<file path="config.mk">
export PLATFORM = sky130hd
export DESIGN_NAME = ps2_scan_ctrl_flat
export DESIGN_NICKNAME = d
export VERILOG_FILES = /design/src/rtl/ps2_pkg.sv /design/src/rtl/ps2_scan_ctrl_if.sv /design/src/rtl/ps2_prefix_timer.sv /design/src/rtl/ps2_scan_ctrl.sv /design/src/flat_wrapper.sv
export SDC_FILE = /design/constraint.sdc
export NUM_CORES = 1
export LEC_CHECK = 0
export ABC_AREA = 1
export BUFFER_PORTS_ARGS = -buffer_cell sky130_fd_sc_hd__buf_2
export CORE_ASPECT_RATIO = 2
export CORE_MARGIN = 4
export CORE_UTILIZATION = 45
export DETAILED_ROUTE_END_ITERATION = 7
export GPL_ROUTABILITY_DRIVEN = 1
export GPL_TIMING_DRIVEN = 0
export PLACE_DENSITY_LB_ADDON = 0.2
export SYNTH_ARGS = -nofsm -noshare
export SYNTH_HDL_FRONTEND = slang
export SYNTH_SLANG_ARGS = --single-unit
export TNS_END_PERCENT = 5
</file>
<file path="constraint.sdc">
create_clock -name clk -period 2.2 [get_ports clk]
set_input_delay 0.44 -clock clk [delete_from_list [all_inputs] [get_ports clk]]
set_output_delay 0.44 -clock clk [all_outputs]
set_load 0.05 [all_outputs]
</file>
<file path="src/rtl/ps2_pkg.sv">
// Shared constants and FSM state type for the PS/2 scan-code controller.
package ps2_pkg;

  localparam logic [7:0] PS2_EXT  = 8'hE0;
  localparam logic [7:0] PS2_BRK  = 8'hF0;
  localparam logic [7:0] PS2_ERR0 = 8'h00;
  localparam logic [7:0] PS2_ERR1 = 8'hFF;

  localparam int unsigned PS2_BYTE_W = 8;
  localparam int unsigned PS2_GAP_W  = 4;

  typedef enum logic [1:0] {
    IDLE     = 2'd0,
    FETCH    = 2'd1,
    CLASSIFY = 2'd2,
    GAP      = 2'd3
  } ps2_state_e;

endpackage

</file>
<file path="src/rtl/ps2_scan_ctrl_if.sv">
// Ready/pop handshake between the PS/2 receiver FIFO (master) and the scan controller (slave).
interface ps2_scan_ctrl_if;
  import ps2_pkg::*;

  logic                  rx_ready;
  logic [PS2_BYTE_W-1:0] rx_data;
  logic                  rx_pop;

  modport master (output rx_ready, output rx_data, input rx_pop);
  modport slave  (input rx_ready, input rx_data, output rx_pop);

endinterface

</file>
<file path="src/rtl/ps2_prefix_timer.sv">
// Lone-prefix timeout: expire pulses once TIMEOUT_CYCLES pass after start without stop/restart.
module ps2_prefix_timer #(
  parameter int unsigned TIMEOUT_CYCLES = 1_000_000
) (
  input  logic clk,
  input  logic rst,
  input  logic start,
  input  logic stop,
  output logic expire
);

  localparam int unsigned CNT_W = $clog2(TIMEOUT_CYCLES + 1);

  logic [CNT_W-1:0] cnt;
  logic             active;

  always_ff @(posedge clk or posedge rst) begin
    if (rst) begin
      cnt    <= '0;
      active <= 1'b0;
      expire <= 1'b0;
    end else begin
      expire <= 1'b0;
      if (start) begin
        cnt    <= '0;
        active <= 1'b1;
      end else if (stop) begin
        active <= 1'b0;
      end else if (active) begin
        if (cnt == CNT_W'(TIMEOUT_CYCLES - 1)) begin
          active <= 1'b0;
          expire <= 1'b1;
        end else begin
          cnt <= cnt + CNT_W'(1);
        end
      end
    end
  end

endmodule

</file>
<file path="src/rtl/ps2_scan_ctrl.sv">
// Pops PS/2 scan bytes, tracks E0/F0 prefixes and emits make/break/repeat events.
// Optional lone-prefix timeout is enabled with `define PS2_PREFIX_TIMEOUT_EN.
module ps2_scan_ctrl
  import ps2_pkg::*;
#(
  parameter int unsigned GAP_CYCLES = 2
`ifdef PS2_PREFIX_TIMEOUT_EN
  , parameter int unsigned TIMEOUT_CYCLES = 1_000_000
`endif
) (
  input  logic                  clk,
  input  logic                  rst,
  ps2_scan_ctrl_if.slave        rx,
  output logic [PS2_BYTE_W-1:0] key_code,
  output logic                  key_ext,
  output logic                  key_make,
  output logic                  key_break,
  output logic                  key_repeat,
  output logic                  key_held,
  output logic                  disp_on,
  output logic [7:0]            press_count,
  output logic                  proto_err
);

  ps2_state_e            state;
  logic [PS2_BYTE_W-1:0] byte_r;
  logic                  ext_p;
  logic                  brk_p;
  logic [PS2_GAP_W-1:0]  gap_cnt;
  logic                  is_prefix;
  logic                  same_key;
  logic                  tmo_expire;

  assign is_prefix = (byte_r == PS2_EXT) || (byte_r == PS2_BRK);
  assign same_key  = key_held && (byte_r == key_code) && (ext_p == key_ext);

`ifdef PS2_PREFIX_TIMEOUT_EN
  logic cls_active;
  assign cls_active = (state == CLASSIFY);

  ps2_prefix_timer #(
    .TIMEOUT_CYCLES (TIMEOUT_CYCLES)
  ) u_prefix_timer (
    .clk    (clk),
    .rst    (rst),
    .start  (cls_active && is_prefix),
    .stop   (cls_active && !is_prefix),
    .expire (tmo_expire)
  );
`else
  assign tmo_expire = 1'b0;
`endif

  always_ff @(posedge clk or posedge rst) begin
    if (rst) begin
      state       <= IDLE;
      byte_r      <= '0;
      ext_p       <= 1'b0;
      brk_p       <= 1'b0;
      gap_cnt     <= '0;
      rx.rx_pop   <= 1'b0;
      key_code    <= '0;
      key_ext     <= 1'b0;
      key_make    <= 1'b0;
      key_break   <= 1'b0;
      key_repeat  <= 1'b0;
      key_held    <= 1'b0;
      disp_on     <= 1'b0;
      press_count <= '0;
      proto_err   <= 1'b0;
    end else begin
      rx.rx_pop  <= 1'b0;
      key_make   <= 1'b0;
      key_break  <= 1'b0;
      key_repeat <= 1'b0;

      // A classified byte takes precedence over a coincident timeout
      if (tmo_expire && (state != CLASSIFY)) begin
        ext_p <= 1'b0;
        brk_p <= 1'b0;
      end

      case (state)
        IDLE: begin
          if (rx.rx_ready) begin
            rx.rx_pop <= 1'b1;
            state     <= FETCH;
          end
        end

        FETCH: begin
          byte_r <= rx.rx_data;
          state  <= CLASSIFY;
        end

        CLASSIFY: begin
          state   <= GAP;
          gap_cnt <= '0;
          if (byte_r == PS2_EXT) begin
            ext_p <= 1'b1;
          end else if (byte_r == PS2_BRK) begin
            brk_p <= 1'b1;
          end else if ((byte_r == PS2_ERR0) || (byte_r == PS2_ERR1)) begin
            proto_err <= 1'b1;
            ext_p     <= 1'b0;
            brk_p     <= 1'b0;
          end else begin
            ext_p <= 1'b0;
            brk_p <= 1'b0;
            if (brk_p) begin
              // Only a release of the held key is reported
              if (same_key) begin
                key_break <= 1'b1;
                key_held  <= 1'b0;
                disp_on   <= 1'b0;
              end
            end else if (same_key) begin
              key_repeat <= 1'b1;
            end else begin
              key_code    <= byte_r;
              key_ext     <= ext_p;
              key_make    <= 1'b1;
              key_held    <= 1'b1;
              disp_on     <= 1'b1;
              press_count <= press_count + 8'd1;
            end
          end
        end

        GAP: begin
          if (gap_cnt == PS2_GAP_W'(GAP_CYCLES - 1)) begin
            gap_cnt <= '0;
            state   <= IDLE;
          end else begin
            gap_cnt <= gap_cnt + PS2_GAP_W'(1);
          end
        end

        default: state <= IDLE;
      endcase
    end
  end

endmodule

</file>
<file path="src/flat_wrapper.sv">
// flat-port wrapper written by rule: the top's interface ports become plain ports
module ps2_scan_ctrl_flat import ps2_pkg::*;
#(
  parameter int unsigned GAP_CYCLES = 2

)
  (clk, rst, key_code, key_ext, key_make, key_break, key_repeat, key_held, disp_on, press_count, proto_err, rx_rx_ready, rx_rx_data, rx_rx_pop);
  ps2_scan_ctrl_if rx_i ();
  input  logic clk;
  input  logic rst;
  output logic [PS2_BYTE_W-1:0] key_code;
  output logic key_ext;
  output logic key_make;
  output logic key_break;
  output logic key_repeat;
  output logic key_held;
  output logic disp_on;
  output logic [7:0] press_count;
  output logic proto_err;
  input wire logic [$bits(rx_i.rx_ready)-1:0] rx_rx_ready;
  input wire logic [$bits(rx_i.rx_data)-1:0] rx_rx_data;
  output wire logic [$bits(rx_i.rx_pop)-1:0] rx_rx_pop;
  assign rx_i.rx_ready = rx_rx_ready;
  assign rx_i.rx_data = rx_rx_data;
  assign rx_rx_pop = rx_i.rx_pop;
  ps2_scan_ctrl #(.GAP_CYCLES(GAP_CYCLES)) u_core (.clk(clk), .rst(rst), .rx(rx_i), .key_code(key_code), .key_ext(key_ext), .key_make(key_make), .key_break(key_break), .key_repeat(key_repeat), .key_held(key_held), .disp_on(disp_on), .press_count(press_count), .proto_err(proto_err));
endmodule
</file>
# --- After elaboration in Yosys (flattened, before gate mapping) ---
# Index checks and enable logic that the tools add are counted.
word_totals:
  out_inout_bits: 24
  register_bits: 39
  in_bits: 11
  word_cells: 77
op_classes:
  mux: 30
  n_eq_ne: 14
  reduce_logical: 12
  n_addsub: 2
  n_bitwise: 5
ops:
  columns: ["op", "n"]
  rows:
  - ["$mux W1", 25]
  - ["$eq A8 B8 Y1 const B", 3]
  - ["$reduce_and A6 Y1", 2]
  - ["$add A8 B1 Y8 const B", 1]
  - ["$eq A8 B8 Y1", 1]
  - ["$logic_not A8 Y1", 1]
  - ["$pmux W2 S4", 1]
  - ["$pmux W4 S2", 1]
  - ["$ne A2 B1 Y1 const B", 3]
  - ["$reduce_and A2 Y1", 3]
  - ["$not A1 Y1", 5]
  - ["$add A4 B1 Y4 const B", 1]
  - ["$eq A2 B2 Y1 const B", 2]
  - ["$eq A4 B1 Y1 const B", 1]
  - ["$mux W2", 2]
  - ["$mux W4", 1]
  - ["$ne A2 B2 Y1 const B", 2]
  - ["$reduce_and A4 Y1", 1]
  - ["$eq A2 B1 Y1 const B", 1]
  - ["$logic_and A1 B1 Y1", 2]
  - ["$logic_not A2 Y1", 1]
  - ["$reduce_bool A2 Y1", 1]
  - ["$eq A1 B1 Y1", 1]
  - ["$logic_or A1 B1 Y1", 1]

# --- Longest topological paths before layout ---
depth:
  depth_word: 9
  ltp_mapped: 14
  mapped_depth_nobuf: 13

# --- Worst setup path after synthesis ---
# Ideal clock, no wire load.
synth_path:
  path_type: "reg2reg"
  startpoint: "register u_core.key_code[2]"
  endpoint: "register u_core.press_count[2]"
  setup_time_ps: 118
  synth_period_minus_slack_ps: 1854
  stages_incl_launch_ff: 14
  arrival_time_ps: 1736
  required_ps: 2082
  path_slack_ps: 346
  n_path_buf: 1
  path_cell_list: "dfrtp_1 > inv_1 > o21ai_0 > nor2_1 > nand2_1 > nor2_1 > inv_1 > ha_1 > inv_1 > nor2_4 > nand2_8 > buf_12 > nand2_2 > nand2_1"
synth_via:
  elab_chain_len: 5
synth_lines:
  columns: ["item", "line_no", "text"]
  rows:
  - ["start, declared", "ps2_scan_ctrl.sv:14", "output logic [PS2_BYTE_W-1:0] key_code,"]
  - ["start signal, assigned", "ps2_scan_ctrl.sv:120", "key_code <= byte_r;"]
  - ["$eq A8 B8 Y1", "ps2_scan_ctrl.sv:35", "assign same_key = key_held && (byte_r == key_code) && (ext_p == key_ext);"]
  - ["$logic_and A1 B1 Y1 (2 in series)", "ps2_scan_ctrl.sv:35", null]
  - ["$not A1 Y1 (no source line)", null, null]
  - ["$reduce_and A6 Y1 (no source line)", null, null]
  - ["end signal, assigned", "ps2_scan_ctrl.sv:125", "press_count <= press_count + 8'd1;"]
  - ["end, declared", "ps2_scan_ctrl.sv:21", "output logic [7:0] press_count,"]
# Every way passes these cells.
# A chain may end at the register's enable or synchronous reset.

# --- Worst setup path after layout ---
layout_path:
  startpoint: "register u_core.byte_r[7]"
  endpoint: "register u_core.press_count[2]"
layout_via:
  elab_chain_len: 5
  word_cells_on_any_way: 13
  classes_between: "eq/ne: 4; bitwise: 4; reduce/logical: 5"
layout_lines:
  columns: ["item", "line_no", "text"]
  rows:
  - ["start, declared", "ps2_scan_ctrl.sv:26", "logic [PS2_BYTE_W-1:0] byte_r;"]
  - ["start signal, assigned", "ps2_scan_ctrl.sv:92", "byte_r <= rx.rx_data;"]
  - ["$eq A8 B8 Y1", "ps2_scan_ctrl.sv:35", null]
  - ["$logic_and A1 B1 Y1 (2 in series)", "ps2_scan_ctrl.sv:35", null]
  - ["$not A1 Y1 (no source line)", null, null]
  - ["$reduce_and A6 Y1 (no source line) (*)", null, null]
# Every way passes the cells marked *; elsewhere a longest branch is shown, timed or not.

==> results.py <==
metrics = {
    "clocking": {
        "clkLatencyLatePin_ns": 0.29,
        "path_clk_slew_ns": 0.07,
        "cts_sinks": 39,
        "cts_root_buffer": "clkbuf_8",
        "clk_path_buf_depth": 2,
        "cts_tree": "built",
        "post-cts-setup-buffer-count": 0,
        "numCtsBuffers": 5,
        "ctsResizeCount": 0,
        "cts_max_level": 2,
        "cts_hold_buf": 0,
    },
    "routing": {
        "drc": 0,
        "drt_pass1_iterations": 4,
        "vias": 1646,
        "wirelength_um": 4140,
        "antenna_left": 0,
        "wl_per_cell_um": 12.0,
        "drtIter0Drc": 45,
        "vias_per_cell": 4.78,
    },
    "place": {
        "dp_cells": 337,
        "hpwl_um": 3220,
        "io_buffer_count": 34,
        "place.gp.congestion": 0.759,
    },
    "synthesis": {
        "yosysTopAreaCell": "dfrtp_1",
        "synth-seq-cells": 39,
        "synthArstFlopShare_pct": 100,
        "synth-seq-area-share_pct": 46.9,
        "ys_types": 28,
        "synth_area_leaders": "dfrtp_1 47%, nand2_1 15%, ha_1 5.4%",
        "yosysTopAreaCellShare_pct": 46.9,
        "synth_warnings": 0,
        "synth_edf_count": 0,
        "netlist_area_um2": 2080,
        "ys.flop_type": "dfrtp_1",
        "avgSynthCellArea_um2": 8.36,
        "syn_inst": 249,
        "syn-num-nets": 269,
    },
    "power": {
        "irDropWorstVdd_uv": 956,
        "p_per_area_nw_per_um2": 1550,
        "leakage_nw": 1.30,
        "report.power.total_w": 0.00372,
    },
    "run_status": {
        "status": "finished, final reports clean",
    },
    "critical_path": {
        "crit_chain": "xor2_1 > nor2_1 > nand2_1 > nor2_1 > inv_1 > ha_1 > inv_1 > nor2_4 > nand2_8 > buf_12 > nand2_2 > nand2_1",
        "cpPeakStageDelay_ns": 0.46,
        "crit_fanout": 10,
        "path_delay_family": "simple AND/OR/NAND/NOR gates",
        "reg2reg_from": "u_core.byte_r[7]$_DFFE_PP0N_",
        "reg2reg_slack_ns": 0.34,
        "start_kind": "flop",
        "arrival_ns": 2.08,
        "path_buf_inv": 3,
        "r2r_cells": 12,
        "worstSetupPathType": "reg2reg",
        "r2r_end": "u_core.press_count[2]$_DFFE_PP0P_",
        "worst_ep_required_time_ns": 2.42,
        "cpMaxStageDelayCell": "dfrtp_1",
        "end_kind": "flop",
    },
    "floorplanning": {
        "ios": 35,
        "placementRows": 34,
        "dieArea_um2": 5840,
        "initial_utilization_pct": 47.1,
        "die-height_um": 104,
        "core_um2": 4420,
        "die_w_um": 56.1,
    },
    "global_routing": {
        "grt_usage_pct": 15.7,
        "grt_overflow": 0,
        "antenna_found_initial": 0,
        "grt_max_degree": 40,
        "grt_first_pass_wirelength_um": 7340,
        "grt_pass1_vias": 1640,
    },
    "hold_path": {
        "hp-class": "in2async",
    },
    "cells_and_area": {
        "drive_above_1_share_pct": 25.9,
        "nNetsFinal": 310,
        "nFillCells": 448,
        "antenna_cells": 0,
        "stdcell_count": 344,
        "syn_to_final_growth_pct": 15.6,
    },
    "timing": {
        "period_share_pct": 84.4,
        "setup_viol_count_final": 0,
        "maxSlewViolCount": 0,
        "finClkSkew_ns": 0.00623,
        "worstMarginPinSlew_ns": 0.807,
        "tns_ns": 0,
        "finalHoldViolCount": 0,
        "rsz0062_at_grt": "false",
        "achievable-frequency_ghz": 0.539,
        "period_needed_ns": 1.86,
        "maxSlewHeadroom_pct": 46.1,
    },
    "flow_run": {
        "maxCapViolCount": 0,
    },
}
[placed cells by master, fill, tap and decap left out]
| cell type | synthesis | final |
|---|---|---|
| buf_12 | 1 | 1 |
| nand4_1 | 3 | 3 |
| buf_2 | 0 | 34 |
| nor2_2 | 2 | 2 |
| nor3_1 | 1 | 1 |
| nand3_1 | 7 | 7 |
| nor2_1 | 21 | 21 |
| nor2_8 | 1 | 1 |
| a21oi_1 | 4 | 4 |
| inv_2 | 5 | 6 |
| nand3_2 | 1 | 1 |
| ha_1 | 9 | 9 |
| xor2_1 | 6 | 6 |
| o21ai_0 | 12 | 12 |
| clkbuf_1 | 1 | 1 |
| buf_4 | 1 | 1 |
| buf_6 | 1 | 1 |
| clkbuf_8 | 0 | 6 |
| nand2_2 | 15 | 15 |
| xnor2_1 | 3 | 3 |
| a21o_1 | 1 | 1 |
| o21ai_1 | 2 | 2 |
| inv_1 | 21 | 20 |
| nand2_1 | 85 | 85 |
| nand2_8 | 1 | 1 |
| a32o_1 | 1 | 1 |
| nor2_4 | 3 | 3 |
| mux2_2 | 1 | 1 |
| dfrtp_1 | 39 | 39 |
| o21ai_2 | 1 | 1 |
| clkinv_2 | 0 | 1 |
[synth_stat cells (2+ instances only)]
library cell	number
a21oi_1	4
dfrtp_1	39
ha_1	9
inv_1	21
inv_2	5
nand2_1	85
nand2_2	15
nand3_1	7
nand4_1	3
nor2_1	21
nor2_2	2
nor2_4	3
o21ai_0	12
o21ai_1	2
xnor2_1	3
xor2_1	6
[metrics by stage]
step	setup WS, ns	util, %	instance area [um2]	hold slack, ns
2_1_floorplan	0.346	-	2080	0.402
3_3_place_gp	0.319	52.4	2320	0.412
3_5_place_dp	0.334	52.4	2320	0.414
4_1_cts	0.309	54.4	2410	0.336
5_1_grt	0.205	54.4	2410	0.364
6_report	0.344	54.4	2410	0.307
[state kept, by name (all words and copies together), names as in the netlist, 2 cells and up]
name,cells
u_core.state,2
u_core.key_code,8
u_core.press_count,8
u_core.gap_cnt,4
u_core.byte_r,8
[worst reg2reg max path, delay by kind of cell, from the launching register on]
| kind | cells | cell delay (ns) |
|---|---|---|
| buffers and inverters | 3 | 0.31 |
| AND/OR/NAND/NOR | 7 | 0.64 |
| XOR/XNOR | 1 | 0.19 |
| flip-flops | 1 | 0.46 |
| adder cells (fa/ha/maj) | 1 | 0.20 |
[logic make-up after synthesis]
family,after synthesis,synth area share (%)
simple gates,140,31.1
flops,39,46.9
buf+inv,30,6.73
compound gates,21,5.59
xor+xnor,9,3.79
fa+ha+maj,9,5.41
mux,1,0.541
[worst max-delay path by stage]
stage / start / end / slack (ns) / cells after the start
floorplan: u_core.key_code[2]$_DFFE_PP0P_ / u_core.press_count[2]$_DFFE_PP0P_ / 0.35 / 13
global placement: rst / u_core.key_code[3]$_DFFE_PP0P_ / 0.32 / 2
detailed placement: u_core.byte_r[7]$_DFFE_PP0N_ / u_core.press_count[2]$_DFFE_PP0P_ / 0.33 / 12
CTS: u_core.byte_r[7]$_DFFE_PP0N_ / u_core.press_count[2]$_DFFE_PP0P_ / 0.31 / 12
global route: u_core.byte_r[5]$_DFFE_PP0N_ / u_core.press_count[2]$_DFFE_PP0P_ / 0.20 / 14
finish: u_core.byte_r[7]$_DFFE_PP0N_ / u_core.press_count[2]$_DFFE_PP0P_ / 0.34 / 12
[power by group]
part	leakage, nW	switching [W]	total [W]	internal (W)
logic	0.752	0.00135	0.00195	0.000606
registers	0.500	0.000302	0.00129	0.000991
clock network	0.0470	0.000234	0.000479	0.000246
[layer usage]
| metal | vias up | global-route usage (%) | wire, um |
|---|---|---|---|
| li1 | 852 | - | - |
| met1 | 760 | 16.4 | 1550 |
| met2 | 28 | 30.0 | 2350 |
| met3 | 6 | 3.35 | 175 |
| met4 | 0 | 5.09 | 63 |
| met5 | - | 0 | 0 |
[cell type report]
type	instances	area (um2)	area share, %
sequential	39	976	40.5
multi-input combinational	180	966	40.1
timing repair buffer	34	170	7.07
inverter	26	97.6	4.05
clock buffer	6	82.6	3.43
tap	54	67.6	2.81
buffer	4	42.5	1.77
clock inverter	1	5.00	0.208
Note: power is estimated with default switching activity, not from simulation.
